[config.mk]
export PLATFORM = sky130hd
export DESIGN_NAME = seg_scan_ctrl
export DESIGN_NICKNAME = d
export VERILOG_FILES = /design/src/rtl/seg_scan_ctrl_pkg.sv /design/src/rtl/seg_scan_ctrl_timer.sv /design/src/rtl/seg_scan_ctrl.sv
export SDC_FILE = /design/constraint.sdc
export NUM_CORES = 1
export LEC_CHECK = 0
export CORE_MARGIN = 2
export CORE_UTILIZATION = 61
export CTS_BUF_LIST = sky130_fd_sc_hd__clkbuf_2 sky130_fd_sc_hd__clkbuf_4 sky130_fd_sc_hd__clkbuf_8
export DETAILED_ROUTE_END_ITERATION = 6
export PLACE_DENSITY_LB_ADDON = 0.25
export SETUP_SLACK_MARGIN = 0.3
export SYNTH_ARGS = -nofsm -noshare
export SYNTH_HDL_FRONTEND = slang
export SYNTH_SLANG_ARGS = --single-unit
[constraint.sdc]
create_clock -name clk -period 3.4 [get_ports clk]
set_input_delay 0.68 -clock clk [delete_from_list [all_inputs] [get_ports clk]]
set_output_delay 0.68 -clock clk [all_outputs]
set_load 0.02 [all_outputs]
[src/rtl/seg_scan_ctrl_pkg.sv]
// Shared types and constants for the multiplexed seven-segment scan controller.
package seg_scan_ctrl_pkg;

   localparam int unsigned BCD_W      = 4;
   localparam int unsigned MAX_DIGITS = 8;

   // All-ones select turns every digit off; slice to the instance width.
   localparam logic [MAX_DIGITS-1:0] SEL_BLANK = '1;

   typedef enum logic [1:0] {
      ST_IDLE  = 2'd0,
      ST_BLANK = 2'd1,
      ST_SHOW  = 2'd2
   } scan_state_t;

endpackage

[src/rtl/seg_scan_ctrl_timer.sv]
// scan_timer: loadable down-counter that holds at zero; tc_c flags the zero count.
module scan_timer #(
   parameter int unsigned W = 16
) (
   input  logic         clk,
   input  logic         rst_n,
   input  logic         load,
   input  logic [W-1:0] load_val,
   output logic         tc_c
);

   logic [W-1:0] cnt;

   always_ff @(posedge clk or negedge rst_n) begin
      if (!rst_n) begin
         cnt <= '0;
      end else if (load) begin
         cnt <= load_val;
      end else if (cnt != '0) begin
         cnt <= cnt - W'(1);
      end
   end

   assign tc_c = (cnt == '0);

endmodule

[src/rtl/seg_scan_ctrl.sv]
// Digit-multiplexed display scanner with a shadow buffer published only at frame boundaries.
module seg_scan_ctrl
   import seg_scan_ctrl_pkg::*;
#(
   parameter int unsigned N_DIGITS  = 8,
   parameter int unsigned DWELL_CYC = 50000,
   parameter int unsigned BLANK_CYC = 500
) (
   input  logic                clk,
   input  logic                rst_n,
   input  logic                en,
   input  logic                lz_en,
   input  logic                wr_valid,
   output logic                wr_ready,
   input  logic [2:0]          wr_idx,
   input  logic [BCD_W-1:0]    wr_data,
   input  logic                commit,
   output logic                commit_pend,
   output logic [BCD_W-1:0]    bcd,
   output logic [N_DIGITS-1:0] dig_n,
   output logic                frame_done
);

   localparam int unsigned MAX_CYC = (DWELL_CYC > BLANK_CYC) ? DWELL_CYC : BLANK_CYC;
   localparam int unsigned TMR_W   = $clog2(MAX_CYC);
   localparam int unsigned CNT_W   = $clog2(N_DIGITS);

   localparam logic [N_DIGITS-1:0] DIG_OFF = SEL_BLANK[N_DIGITS-1:0];

   scan_state_t                          state, state_d;
   logic [CNT_W-1:0]                     dig, dig_d;
   logic [N_DIGITS-1:0][BCD_W-1:0]       shadow, disp;
   logic [N_DIGITS-1:0]                  dig_n_d, supp_c;
   logic [BCD_W-1:0]                     bcd_d;
   logic                                 fd_d, pend_d;
   logic                                 tmr_load, tmr_tc_c;
   logic [TMR_W-1:0]                     tmr_val;
   logic                                 wr_acc_c, commit_acc_c, swap_c, wr_in_range_c;

   scan_timer #(.W(TMR_W)) u_timer (
      .clk      (clk),
      .rst_n    (rst_n),
      .load     (tmr_load),
      .load_val (tmr_val),
      .tc_c     (tmr_tc_c)
   );

   // Leading-zero mask: a digit is suppressed when it and everything above it is zero.
   always_comb begin
      logic zero_run;
      zero_run = 1'b1;
      supp_c   = '0;
      for (int i = int'(N_DIGITS) - 1; i >= 1; i--) begin
         zero_run  = zero_run & (disp[i] == '0);
         supp_c[i] = lz_en & zero_run;
      end
   end

   // Next-state, timer control and next output values.
   always_comb begin
      state_d  = state;
      dig_d    = dig;
      tmr_load = 1'b0;
      tmr_val  = '0;
      fd_d     = 1'b0;
      dig_n_d  = DIG_OFF;
      bcd_d    = '0;

      if (!en) begin
         state_d  = ST_IDLE;
         dig_d    = '0;
         tmr_load = 1'b1;
      end else begin
         unique case (state)
            ST_IDLE: begin
               state_d  = ST_BLANK;
               tmr_load = 1'b1;
               tmr_val  = TMR_W'(BLANK_CYC - 1);
            end
            ST_BLANK: begin
               if (tmr_tc_c) begin
                  state_d  = ST_SHOW;
                  tmr_load = 1'b1;
                  tmr_val  = TMR_W'(DWELL_CYC - 1);
               end
            end
            ST_SHOW: begin
               if (tmr_tc_c) begin
                  state_d  = ST_BLANK;
                  tmr_load = 1'b1;
                  tmr_val  = TMR_W'(BLANK_CYC - 1);
                  if (dig == CNT_W'(N_DIGITS - 1)) begin
                     dig_d = '0;
                     fd_d  = 1'b1;
                  end else begin
                     dig_d = dig + CNT_W'(1);
                  end
               end
            end
            default: begin
               state_d  = ST_IDLE;
               dig_d    = '0;
               tmr_load = 1'b1;
            end
         endcase
      end

      // SHOW never starts on a swap edge, so the current display is the one to show.
      if (state_d == ST_SHOW) begin
         bcd_d = disp[dig_d];
         if (disp[dig_d] <= BCD_W'(9) && !supp_c[dig_d]) begin
            dig_n_d[dig_d] = 1'b0;
         end
      end
   end

   assign wr_in_range_c = (32'(wr_idx) < N_DIGITS);
   assign wr_acc_c      = wr_valid & ~commit_pend & wr_in_range_c;
   assign commit_acc_c  = commit & ~commit_pend;
   assign swap_c        = commit_pend & ((state == ST_IDLE) | fd_d);

   always_comb begin
      pend_d = commit_pend;
      if (swap_c) begin
         pend_d = 1'b0;
      end else if (commit_acc_c) begin
         pend_d = 1'b1;
      end
   end

   always_ff @(posedge clk or negedge rst_n) begin
      if (!rst_n) begin
         state       <= ST_IDLE;
         dig         <= '0;
         shadow      <= '0;
         disp        <= '0;
         dig_n       <= DIG_OFF;
         bcd         <= '0;
         frame_done  <= 1'b0;
         commit_pend <= 1'b0;
         wr_ready    <= 1'b1;
      end else begin
         state       <= state_d;
         dig         <= dig_d;
         dig_n       <= dig_n_d;
         bcd         <= bcd_d;
         frame_done  <= fd_d;
         commit_pend <= pend_d;
         wr_ready    <= ~pend_d;
         if (wr_acc_c) begin
            shadow[wr_idx[CNT_W-1:0]] <= wr_data;
         end
         if (swap_c) begin
            disp <= shadow;
         end
      end
   end

endmodule

# --- Yosys cells after proc, flatten, opt, wreduce, memory -nomap -nowiden ---
# Index checks and enable logic that the tools add are counted.
totals:
  regBits: 100
  latch_bits: 0
  ram_bits: 0
  rom_bits: 0
  inputBits: 13
  mem_count: 0
classes:
  addsub: 2
  n_mul: 0
  n_div: 0
  n_lt_le_gt_ge: 5
  eq_ne: 4
  shifts: 0
  mux: 35
  bitwise: 20
  n_reduce_logical: 17
op_table:
  columns: ["operator", "count"]
  rows:
  - ["2-to-1 mux 16 bit", 4]
  - ["case mux 16 bit (3 select lines)", 1]
  - ["bitwise mux 32 bit", 1]
  - ["zero test 4 bit", 7]
  - ["bitwise AND 1 bit", 16]
  - ["zero test 16 bit", 1]
  - ["2-to-1 mux 8 bit", 2]
  - ["nonzero test 16 bit", 1]
  - ["subtractor 16 x 1 -> 16 bit, second input constant", 1]
  - ["binary-select mux 4 bit (select 3 bit)", 1]
  - ["demux 4 bit (select 3 bit)", 1]
  - ["2-to-1 mux 4 bit", 3]
  - ["2-to-1 mux 1 bit", 11]
  - ["2-to-1 mux 3 bit", 3]
  - ["2-to-1 mux 9 bit", 1]
  - ["less-than comparator 3 x 4 -> 1 bit, second input constant", 2]
  - ["inverter 8 bit", 1]
  - [">= comparator 3 x 1 -> 1 bit, second input constant", 2]
  - ["2-to-1 mux 2 bit", 3]
  - ["case mux 2 bit (3 select lines)", 1]
  - ["case mux 3 bit (2 select lines)", 1]
  - ["equality test 2 bit, second input constant", 2]
  - ["less-or-equal comparator 4 bit, second input constant", 1]
  - ["OR reduction 2 bit", 2]
  - ["other kinds (11)", 14]

# --- Depth between registers and ports, before layout ---
# Gate-level depths: netlist of the first run.
logic_depth:
  word_depth: 14
  depth_mapped: 11
  mapped_depth_nobuf: 9

# --- Modules after synthesis ---
# Synthesis of the first run repeated with hierarchy kept, for this count alone.
unflattened:
  hier_cells: 407
  hier_area_um2: 4906.0
modules_own_cells:
  columns: ["mod", "n_inst", "cells_per_inst", "area_each_um2"]
  rows:
  - ["seg_scan_ctrl", 1, 303, 3900.0]
  - ["scan_timer", 1, 104, 1006.0]

# --- Least setup slack after synthesis of the first run ---
# Ideal clock, no wire load.
synth_path:
  kind: "register to register"
  from: "register u_timer.cnt[10]"
  to: "register bcd[1]"
  t_arrival_ns: 2.787
  required_ns: 3.275
  path_slack_ns: 0.487
  stages_incl_launch_ff: 8
  path_buffers: 1
  path_cell_list: "dfrtp_1 > or4_4 > nor4_2 > mux2i_1 > clkbuf_1 > mux2_2 > o211ai_1 > a21oi_1"
synth_between:
  elab_chain_cells: 7
synth_rtl:
  columns: ["element", "line", "text"]
  rows:
  - ["from (decl)", "seg_scan_ctrl_timer.sv:12", "logic [W-1:0] cnt;"]
  - ["from (signal assigned)", "seg_scan_ctrl_timer.sv:18", "cnt <= load_val;"]
  - ["from (signal assigned)", "seg_scan_ctrl_timer.sv:20", "cnt <= cnt - W'(1);"]
  - ["zero test 16 bit (*)", "seg_scan_ctrl_timer.sv:24", "assign tc_c = (cnt == '0);"]
  - ["2-to-1 mux 3 bit", "seg_scan_ctrl.sv:88", "if (tmr_tc_c) begin"]
  - ["case mux 3 bit (2 select lines)", "seg_scan_ctrl.sv:74", "unique case (state)"]
  - ["2-to-1 mux 3 bit", "seg_scan_ctrl.sv:69", "if (!en) begin"]
  - ["binary-select mux 4 bit (select 3 bit)", "seg_scan_ctrl.sv:110", "bcd_d = disp[dig_d];"]
  - ["2-to-1 mux 4 bit (not written as such)", "seg_scan_ctrl.sv:110", null]
  - ["2-to-1 mux 4 bit (*)", "seg_scan_ctrl.sv:109", "if (state_d == ST_SHOW) begin"]
  - ["net bcd_d[1]", "seg_scan_ctrl.sv:34", "logic [BCD_W-1:0] bcd_d;"]
  - ["to (signal assigned)", "seg_scan_ctrl.sv:138", "bcd <= '0;"]
  - ["to (signal assigned)", "seg_scan_ctrl.sv:146", "bcd <= bcd_d;"]
  - ["to (decl)", "seg_scan_ctrl.sv:19", "output logic [BCD_W-1:0] bcd,"]
# The timed path passes the listed nets; every way through them passes the cells marked *. The select of a mux whose other input is x is not followed.
# A chain may end at the register's enable or synchronous reset.

# --- Final worst setup path of the first run ---
layout_path:
  from: "register u_timer.cnt[0]"
  to: "register bcd[0]"
# The elaborated chain is that of the path after synthesis.

==> results of run 1 <==
## where the power goes
| part | total, mW | switching, mW | internal [mW] |
|---|---|---|---|
| Clock | 0.801 | 0.492 | 0.309 |
| Sequential | 2.03 | 0.373 | 1.66 |
| Combinational | 1.52 | 0.719 | 0.804 |
| Total | 4.35 | 1.58 | 2.77 |
## stage by stage
step | hold WS [ns] | instance area, um2 | std cells | power [mW] | worst slack, ns
after detailed placement | 0.4759 | 4981 | 491 | 3.477 | 0.2184
after global placement | 0.4663 | 4981 | 491 | 3.400 | 0.3373
after global routing | 0.4551 | 5296 | 514 | 4.632 | 0.2680
final | 0.3773 | 5296 | 514 | 4.352 | 0.3330
after CTS | 0.4060 | 5202 | 507 | 4.291 | 0.3900
after floorplan | 0.3844 | 4583 | 372 | 3.029 | 0.4872
## sequential cells by signal, summed over array words and instances, names as in the netlist
| name | count |
|---|---|
| disp | 32 |
| shadow | 32 |
| u_timer.cnt | 16 |
| dig_n | 8 |
| bcd | 4 |
| dig | 3 |
| state | 2 |
| commit_pend | 1 |
| frame_done | 1 |
| wr_ready | 1 |
## critical path: stages (launching register included)
cell	delay, ns
dfrtp_1	0.41
inv_1	0.09
ha_1	0.14
or3b_4	0.40
or4_4	0.60
mux2i_4	0.32
buf_12	0.17
buf_2	0.21
a21oi_1	0.10
a221o_1	0.34
a21oi_1	0.19
## layer usage
| metal | routed length, um | share of wire [%] | global-route usage, % | vias up |
|---|---|---|---|---|
| met4 | 149 | 1.6 | 7.051 | 0 |
| met3 | 392 | 4.2 | 5.008 | 13 |
| met1 | 4219 | 45 | 33.30 | 1548 |
| li1 | - | - | - | 1415 |
| met5 | 0 | 0 | 0 | - |
| met2 | 4633 | 49 | 38.56 | 81 |
## layout by cell type (no fill, tap or decap), drive strengths merged, types with 3 or more instances in the layout
master	instances
nand2b	4
nor3b	4
dfstp	9
buf	14
clkdlybuf4s50	26
nand3	8
ha	8
xnor2	5
nor4	9
or4	5
a21oi	9
nor2	18
o21a	3
nand2	25
inv	11
nor3	4
clkinv	3
mux2	68
clkbuf	9
xor2	8
o21ai	24
or3	4
nand3b	5
mux2i	17
dfrtp	91
## logic make-up (layout without fill, tap and decap cells)
family                     Yosys count  after routing  synth area share, %
DFF                                100            100                54.85
and+or+nand+nor                     97             97                11.28
muxes                               85             85                20.69
AOI/OAI and AO/OA                   49             49                6.552
buffers and inverters               20             63                1.965
xor gates and xnor gates            13             13                2.484
adders and majority gates            8              8                2.184
## layout make-up
cell class / instances / area [um2]
inverter: 7 / 26.28
fill: 505 / 1957
sequential: 100 / 2514
clock buffer: 9 / 123.9
multi-input combinational: 252 / 2014
tap: 99 / 123.9
timing repair buffer: 40 / 400.4
clock inverter: 7 / 93.84
## synthesized netlist by cell type, drive strengths merged, types with 3 or more instances
| cell | instances | area (um2) |
|---|---|---|
| a21oi | 9 | 45.04 |
| buf | 8 | 45.04 |
| clkbuf | 5 | 18.77 |
| dfrtp | 91 | 2277 |
| dfstp | 9 | 236.5 |
| ha | 8 | 100.1 |
| inv | 6 | 22.52 |
| mux2 | 68 | 765.7 |
| mux2i | 17 | 182.7 |
| nand2 | 25 | 93.84 |
| nand2b | 4 | 25.02 |
| nand3 | 8 | 40.04 |
| nand3b | 5 | 37.54 |
| nor2 | 18 | 67.56 |
| nor3 | 4 | 20.02 |
| nor3b | 4 | 30.03 |
| nor4 | 9 | 62.56 |
| o21a | 3 | 22.52 |
| o21ai | 24 | 120.1 |
| or3 | 4 | 25.02 |
| or4 | 5 | 41.29 |
| xnor2 | 5 | 43.79 |
| xor2 | 8 | 70.07 |
## worst max path at each step
stage | endpoint | slack [ns] | cells past startpoint
after floorplan | bcd[1] | 0.49 | 7
after global placement | dig_n[2] | 0.34 | 8
after detailed placement | bcd[0] | 0.22 | 8
after CTS | dig_n[2] | 0.39 | 8
after global routing | dig_n[2] | 0.27 | 10
final | bcd[0] | 0.33 | 10
## what timing repair did
item / in CTS / in global routing
hold buffers: 0 / 0
resized for setup: 1 / 10
setup endpoints to repair: 7 / 9
setup buffers: 0 / 7
pin swaps: 0 / 2
==> results.toml, run 1 <==
[outcome]
status = "finished, final reports clean"

[critical_path]
r2r_slack_ns = 0.33
required_ns = 3.68
crit_start = "u_timer.cnt[0]"
reg2reg_from = "u_timer.cnt[0]"
end_kind = "flop"
r2r-end = "bcd[0]"
critical_path_class = "reg2reg"
cp-start-kind = "flop"
path_max_fanout = 8
arrival_ns = 3.34
reg2regPathDepth = 10

[pwr]
leakage_nw = 2.281
p_per_area_mw_per_mm2 = 821.7
ir_worst_vdd_v = 0.0005614

[clock_tree]
clock_latency_ns = 0.37
clockBufferDepth = 2
clkSinkCount = 100
clk_pin_slew_worst_paths_ns = 0.11
numCtsBuffers = 9
htreeDepth = 3
tritoncts = "yes"
root_buffer = "clkbuf_8"

[synthesis]
synth-seq-area-share_pct = 54.85
synth_area_per_cell_um2 = 12.32
synth_warnings = 0
ys_ff_latch = 100
syn_area_mm2 = 0.004583
async_flop_share_pct = 100.0
synth.distinct_cells = 49
synth-edff-count = 0
synth_ff_type = "dfrtp_1"
synthCells = 372
synth_nets = 393

[cells_and_area]
area_growth_syn_to_layout_pct = 15.56
nets = 431
drive_gt1_share_pct = 25.06
utilization_pct = 73.02
antennaDiodeCount = 0

[route]
num_vias = 3057
drt-initial-drc-count = 242
routed_wl_um = 9395
drc_errors = 0
ant_nets = 0
avgRoutedWirePerCell_um = 18.28
drt-pass1-iter-count = 5
avgViaCountPerCell = 5.947

[min_path]
hold_path_class = "in2async"

[sta]
worst_pin_slew_ns = 0.7988
setup_tns_ns = 0
finalMaxSlewViolations = 0
rsz0062_at_grt = "no"
min_period_ns = 3.067
fin_crit_sh_pct = 90.21
relSlewSlack_pct = 46.75
final-setup-viol-count = 0
max_freq_mhz = 326.1
skew_ns = 0.01664
hold_violations = 0

[placement]
finalWeightedCongestion = 0.8917
dp_hpwl_um = 6335
portBuffers = 27

[flow_run]
drv_cap = 0

[global_route]
grt_first_pass_wirelength_um = 15610
grt_max_degree = 64
antenna_found_initial = 0
grt-ovfl-total = 0
grt_pass1_vias = 3074
track_usage_pct = 24.02

[floorplanning]
ioPinCount = 28
rows = 31
core-area_mm2 = 0.007253
die_h_um = 90.68
initial_utilization_pct = 63.19
die_area_mm2 = 0.008223
die_w_um = 90.68
No activity file was read; power rests on OpenSTA's default activity.
==> run 2: changes to the inputs <==
- clock period: 3.4 -> 3.65 ns (I/O delays scaled with it)
==> results.toml, run 2 (synthesized netlist as in run 1, its figures left out) <==
[outcome]
status = "finished, final reports clean"

[cells_and_area]
nets = 425
final_common_cell = "dfrtp_1"
drive_gt1_share_pct = 22.98
area_growth_syn_to_layout_pct = 13.30
nFillCells = 521
antennaDiodeCount = 0
reg.largest.list = "disp: 32 flops, shadow: 32 flops, u_timer.cnt: 16 flops"
seqCellArea_mm2 = 0.002514
layout_common_cells = "91 x dfrtp_1, 54 x mux2_2, 26 x clkdlybuf4s50_1, 25 x nand2_1, 20 x o21ai_0"
fin_area_mm2 = 0.005192
multi_input_area_mm2 = 0.001984

[pwr]
p_clk_share_pct = 18.8
p_per_area_mw_per_mm2 = 768.4
ir_worst_vdd_v = 0.0004174
combinationalPowerShare_pct = 33.8
switching_share_pct = 35.32
seq_power_share_pct = 47.4
p_sw_mw = 1.409
power_mw = 3.990
leakage_nw = 2.236
power.internal_mw = 2.581

[global_route]
grt-ovfl-total = 0
grt_util_met1_pct = 33.11
antenna_found_initial = 0
use_met2_pct = 40.30
track_usage_pct = 24.53
met3_usage_pct = 5.509
grt_max_degree = 46
grt_pass1_vias = 3067
grt_first_pass_wirelength_um = 15790
top_usage_layer = "met2"

[clock_tree]
clkSinkCount = 100
tritoncts = "yes"
root_buffer = "clkbuf_8"
numCtsBuffers = 9
clockBufferDepth = 2
clk_pin_slew_worst_paths_ns = 0.10
htreeDepth = 3
postCtsSetupBuffers = 0
clock_latency_ns = 0.37

[critical_path]
cp-start-kind = "flop"
critical_path_class = "reg2reg"
path_max_fanout = 19
required_ns = 3.93
arrival_ns = 3.38
end_kind = "flop"

[sta]
hold_violations = 0
finalMaxSlewViolations = 0
skew_ns = 0.01372
worst_pin_slew_ns = 0.7100
setup_tns_ns = 0
min_period_ns = 3.104
relSlewSlack_pct = 52.57
rsz0062_at_grt = "no"
setup_slack_ns = 0.5459
final-setup-viol-count = 0
fin_crit_sh_pct = 85.04
max_freq_mhz = 322.2

[floorplanning]
die_h_um = 90.68
core-area_mm2 = 0.007253
die_w_um = 90.68
initial_utilization_pct = 63.19
ioPinCount = 28
die_area_mm2 = 0.008223
rows = 31

[placement]
finalWeightedCongestion = 0.9056
dp_hpwl_um = 6501
post_dp_cell_area_mm2 = 0.004964
pre_cts_ws_ns = 0.2764
portBuffers = 27

[route]
routed_wl_um = 9195
avgRoutedWirePerCell_um = 18.10
drt-pass1-iter-count = 4
drc_errors = 0
drt-initial-drc-count = 194
avgViaCountPerCell = 5.898
ant_nets = 0
num_vias = 2996

[min_path]
hold_path_class = "in2async"

[flow_run]
drv_cap = 0
-- run 2: per-layer routing --
metal | wire length, um | up-vias
li1 | - | 1399
met1 | 4183 | 1513
met2 | 4545 | 73
met3 | 351 | 11
met4 | 114 | 0
met5 | 0 | -
-- run 2: worst paths after layout --
check                           slack (ns)            from  depth (start not counted)             end
worst max-delay path                  0.55  u_timer.cnt[4]                          8        dig_n[3]
worst min-delay path                  0.34           rst_n                          1  u_timer.cnt[7]
worst max register to register        0.55  u_timer.cnt[4]                          8        dig_n[3]
worst min register to register        0.50      shadow[18]                          1        disp[18]
max in group asynchronous             2.49           rst_n                          2        dig_n[7]
min in group clk                      0.50      shadow[18]                          1        disp[18]
-- run 2: cell type report --
class                      count  share of cell area (%)
multi-input combinational    252                   38.22
timing repair buffer          34                   6.169
sequential                   100                   48.41
clock buffer                   9                   2.386
clock inverter                 7                   1.928
tap                           99                   2.386
inverter                       7                  0.5060
-- run 2: worst max-delay path, cell delays in order, from the launching register on --
cell	delay, ns
dfrtp_1	0.43
or4_1	0.60
or4_4	0.61
mux2i_4	0.25
buf_4	0.26
nor2b_1	0.18
a2111oi_1	0.41
buf_4	0.20
nand3_1	0.07
-- run 2: power by group through the flow --
stage | Combinational [mW] | Clock (mW) | Sequential (mW)
global route | 1.49 | 0.817 | 1.94
detailed placement | 1.32 | 0 | 1.90
global placement | 1.27 | 0 | 1.88
floorplan | 1.04 | 0 | 1.78
finish | 1.35 | 0.752 | 1.89
CTS | 1.34 | 0.768 | 1.88
-- run 2: what timing repair did --
item,in CTS,in global routing
gates resized for setup,0,2
hold buffers,0,0
endpoints found under the setup margin,0,4
hold endpoints to repair,0,0
-- run 2: per-stage QoR --
step	cells	util (%)	hold slack, ns
after global routing	508	71.59	0.3819
final	508	71.59	0.3433
after floorplan	372	-	0.4344
after global placement	492	68.43	0.4665
after detailed placement	492	68.43	0.4772
after CTS	508	71.52	0.3608
==> run 3: changes to the inputs <==
- CORE_MARGIN: 2 -> 3
- DONT_BUFFER_PORTS: not set -> 1
==> results.toml, run 3 (synthesized netlist as in run 1, its figures left out) <==
[floorplanning]
rows = 30
die_w_um = 92.68
ioPinCount = 28
core-area_mm2 = 0.007019
die_area_mm2 = 0.008590
initial_utilization_pct = 65.29
die_h_um = 92.68

[global_route]
track_usage_pct = 22.74
grt_util_met1_pct = 32.22
top_usage_layer = "met2"
use_met2_pct = 35.95
grt_max_degree = 101
grt_pass1_vias = 2956
met3_usage_pct = 5.930
antenna_found_initial = 0
grt_first_pass_wirelength_um = 15220
grt-ovfl-total = 0

[pwr]
p_per_area_mw_per_mm2 = 787.6
power_mw = 3.842
leakage_nw = 2.099
ir_worst_vdd_v = 0.0004215

[placement]
dp_hpwl_um = 6301
finalWeightedCongestion = 0.8423
portBuffers = 0
post_dp_cell_area_mm2 = 0.004662
dpl.cell_count = 458

[critical_path]
path_max_fanout = 18
slowest_delay_ns = 0.70
path_common_cell = "mux2i_1"
slowest_stage = "or4_1"
critical_path_class = "reg2reg"
arrival_ns = 3.33
crit_chain = "or4_4, or4_1, mux2i_4, buf_4, mux2i_1, mux2i_1, o21ai_1, nand3_1"
end_kind = "flop"
cp-start-kind = "flop"
required_ns = 3.94

[clock_tree]
clockBufferDepth = 2
postCtsSetupBuffers = 0
htreeDepth = 3
clkSinkCount = 100
tritoncts = "yes"
root_buffer = "clkbuf_8"
numCtsBuffers = 9
clk_pin_slew_worst_paths_ns = 0.10
clock_latency_ns = 0.38

[sta]
relSlewSlack_pct = 52.39
rsz0062_at_grt = "no"
min_period_ns = 3.038
finalMaxSlewViolations = 0
setup_tns_ns = 0
hold_violations = 0
fin_crit_sh_pct = 83.23
max_freq_mhz = 329.2
final-setup-viol-count = 0
skew_ns = 0.01528
worst_pin_slew_ns = 0.7076

[route]
ant_nets = 0
routed_wl_um = 8879
num_vias = 2865
drc_errors = 0
drt-pass1-iter-count = 4
avgRoutedWirePerCell_um = 18.73
avgViaCountPerCell = 6.044
drt-initial-drc-count = 99

[cells_and_area]
drive_gt1_share_pct = 23.81
utilization_pct = 69.50
fin_area_mm2 = 0.004878
reg.largest.list = "disp: 32 flops, shadow: 32 flops, u_timer.cnt: 16 flops"
nets = 394
area_growth_syn_to_layout_pct = 6.443
layout_common_cells = "91 x dfrtp_1, 54 x mux2_2, 25 x nand2_1, 20 x o21ai_0, 18 x nor2_1"
fin_cells = 474
antennaDiodeCount = 0
final_common_cell = "dfrtp_1"

[min_path]
hold_path_class = "in2async"

[flow_run]
drv_cap = 0

[outcome]
status = "finished, final reports clean"
[run 3: changes by cell type in the layout (fill, tap and decap cells not counted)]
cell and change:
a2111oi_1 -1, a2111oi_2 +1, bufinv_16 -1, or4_4 -1
nor3_1 -1, nor3_2 +1, or4_1 +1, clkdlybuf4s50_1 -26
inv_8 +1, buf_4 -5
[run 3: through the flow]
| step | hold WS (ns) | worst slack, ns |
|---|---|---|
| 2_1_floorplan | 0.4344 | 0.7372 |
| 3_3_place_gp | 0.4367 | 0.5518 |
| 3_5_place_dp | 0.4371 | 0.4748 |
| 4_1_cts | 0.02041 | 0.4890 |
| 5_1_grt | 0.005642 | 0.4463 |
| 6_report | 0.03981 | 0.6122 |
[run 3: routing by layer]
| metal | part of all wire [%] | vias to the layer above | wire, um |
|---|---|---|---|
| li1 | - | 1346 | - |
| met5 | 0 | - | 0 |
| met4 | 0.51 | 0 | 45 |
| met2 | 48 | 59 | 4257 |
| met1 | 48 | 1452 | 4254 |
| met3 | 3.6 | 8 | 322 |
[run 3: cell type report]
| class | instances | area, um2 |
|---|---|---|
| sequential | 100 | 2514 |
| clock inverter | 7 | 81.33 |
| clock buffer | 9 | 123.9 |
| inverter | 7 | 26.28 |
| tap | 96 | 120.1 |
| timing repair buffer | 3 | 22.52 |
| multi-input combinational | 252 | 1991 |
| fill | 507 | 2141 |
[run 3: final timing paths]
kind                                 startpoint         end  slack, ns  cells after the start
worst min register to register        shadow[0]     disp[0]       0.50                      1
worst max-delay path            u_timer.cnt[10]    dig_n[2]       0.61                      8
worst min-delay path                      rst_n      bcd[0]       0.04                      0
max in group asynchronous                 rst_n    wr_ready       3.42                      0
worst max register to register  u_timer.cnt[10]    dig_n[2]       0.61                      8
min in group clk                     wr_data[0]  shadow[12]       0.49                      1
[run 3: power by group]
group	internal (mW)	total, mW	switching, mW
logic	0.647	1.23	0.581
clock network	0.275	0.701	0.426
registers	1.54	1.91	0.369
total	2.47	3.84	1.38
[run 3: timing repair]
action | 4_1_cts | 5_1_grt
hold buffers | 0 | 0
gates resized for setup | 0 | 3
endpoints found under the setup margin | 0 | 6
[run 3: worst max-delay path: cells and delay by family (launching register included)]
family                 cells  cell delay (ns)
and+or+nand+nor            3             1.40
muxes                      3             0.69
DFF                        1             0.43
buffers and inverters      1             0.29
AOI/OAI and AO/OA          1             0.15
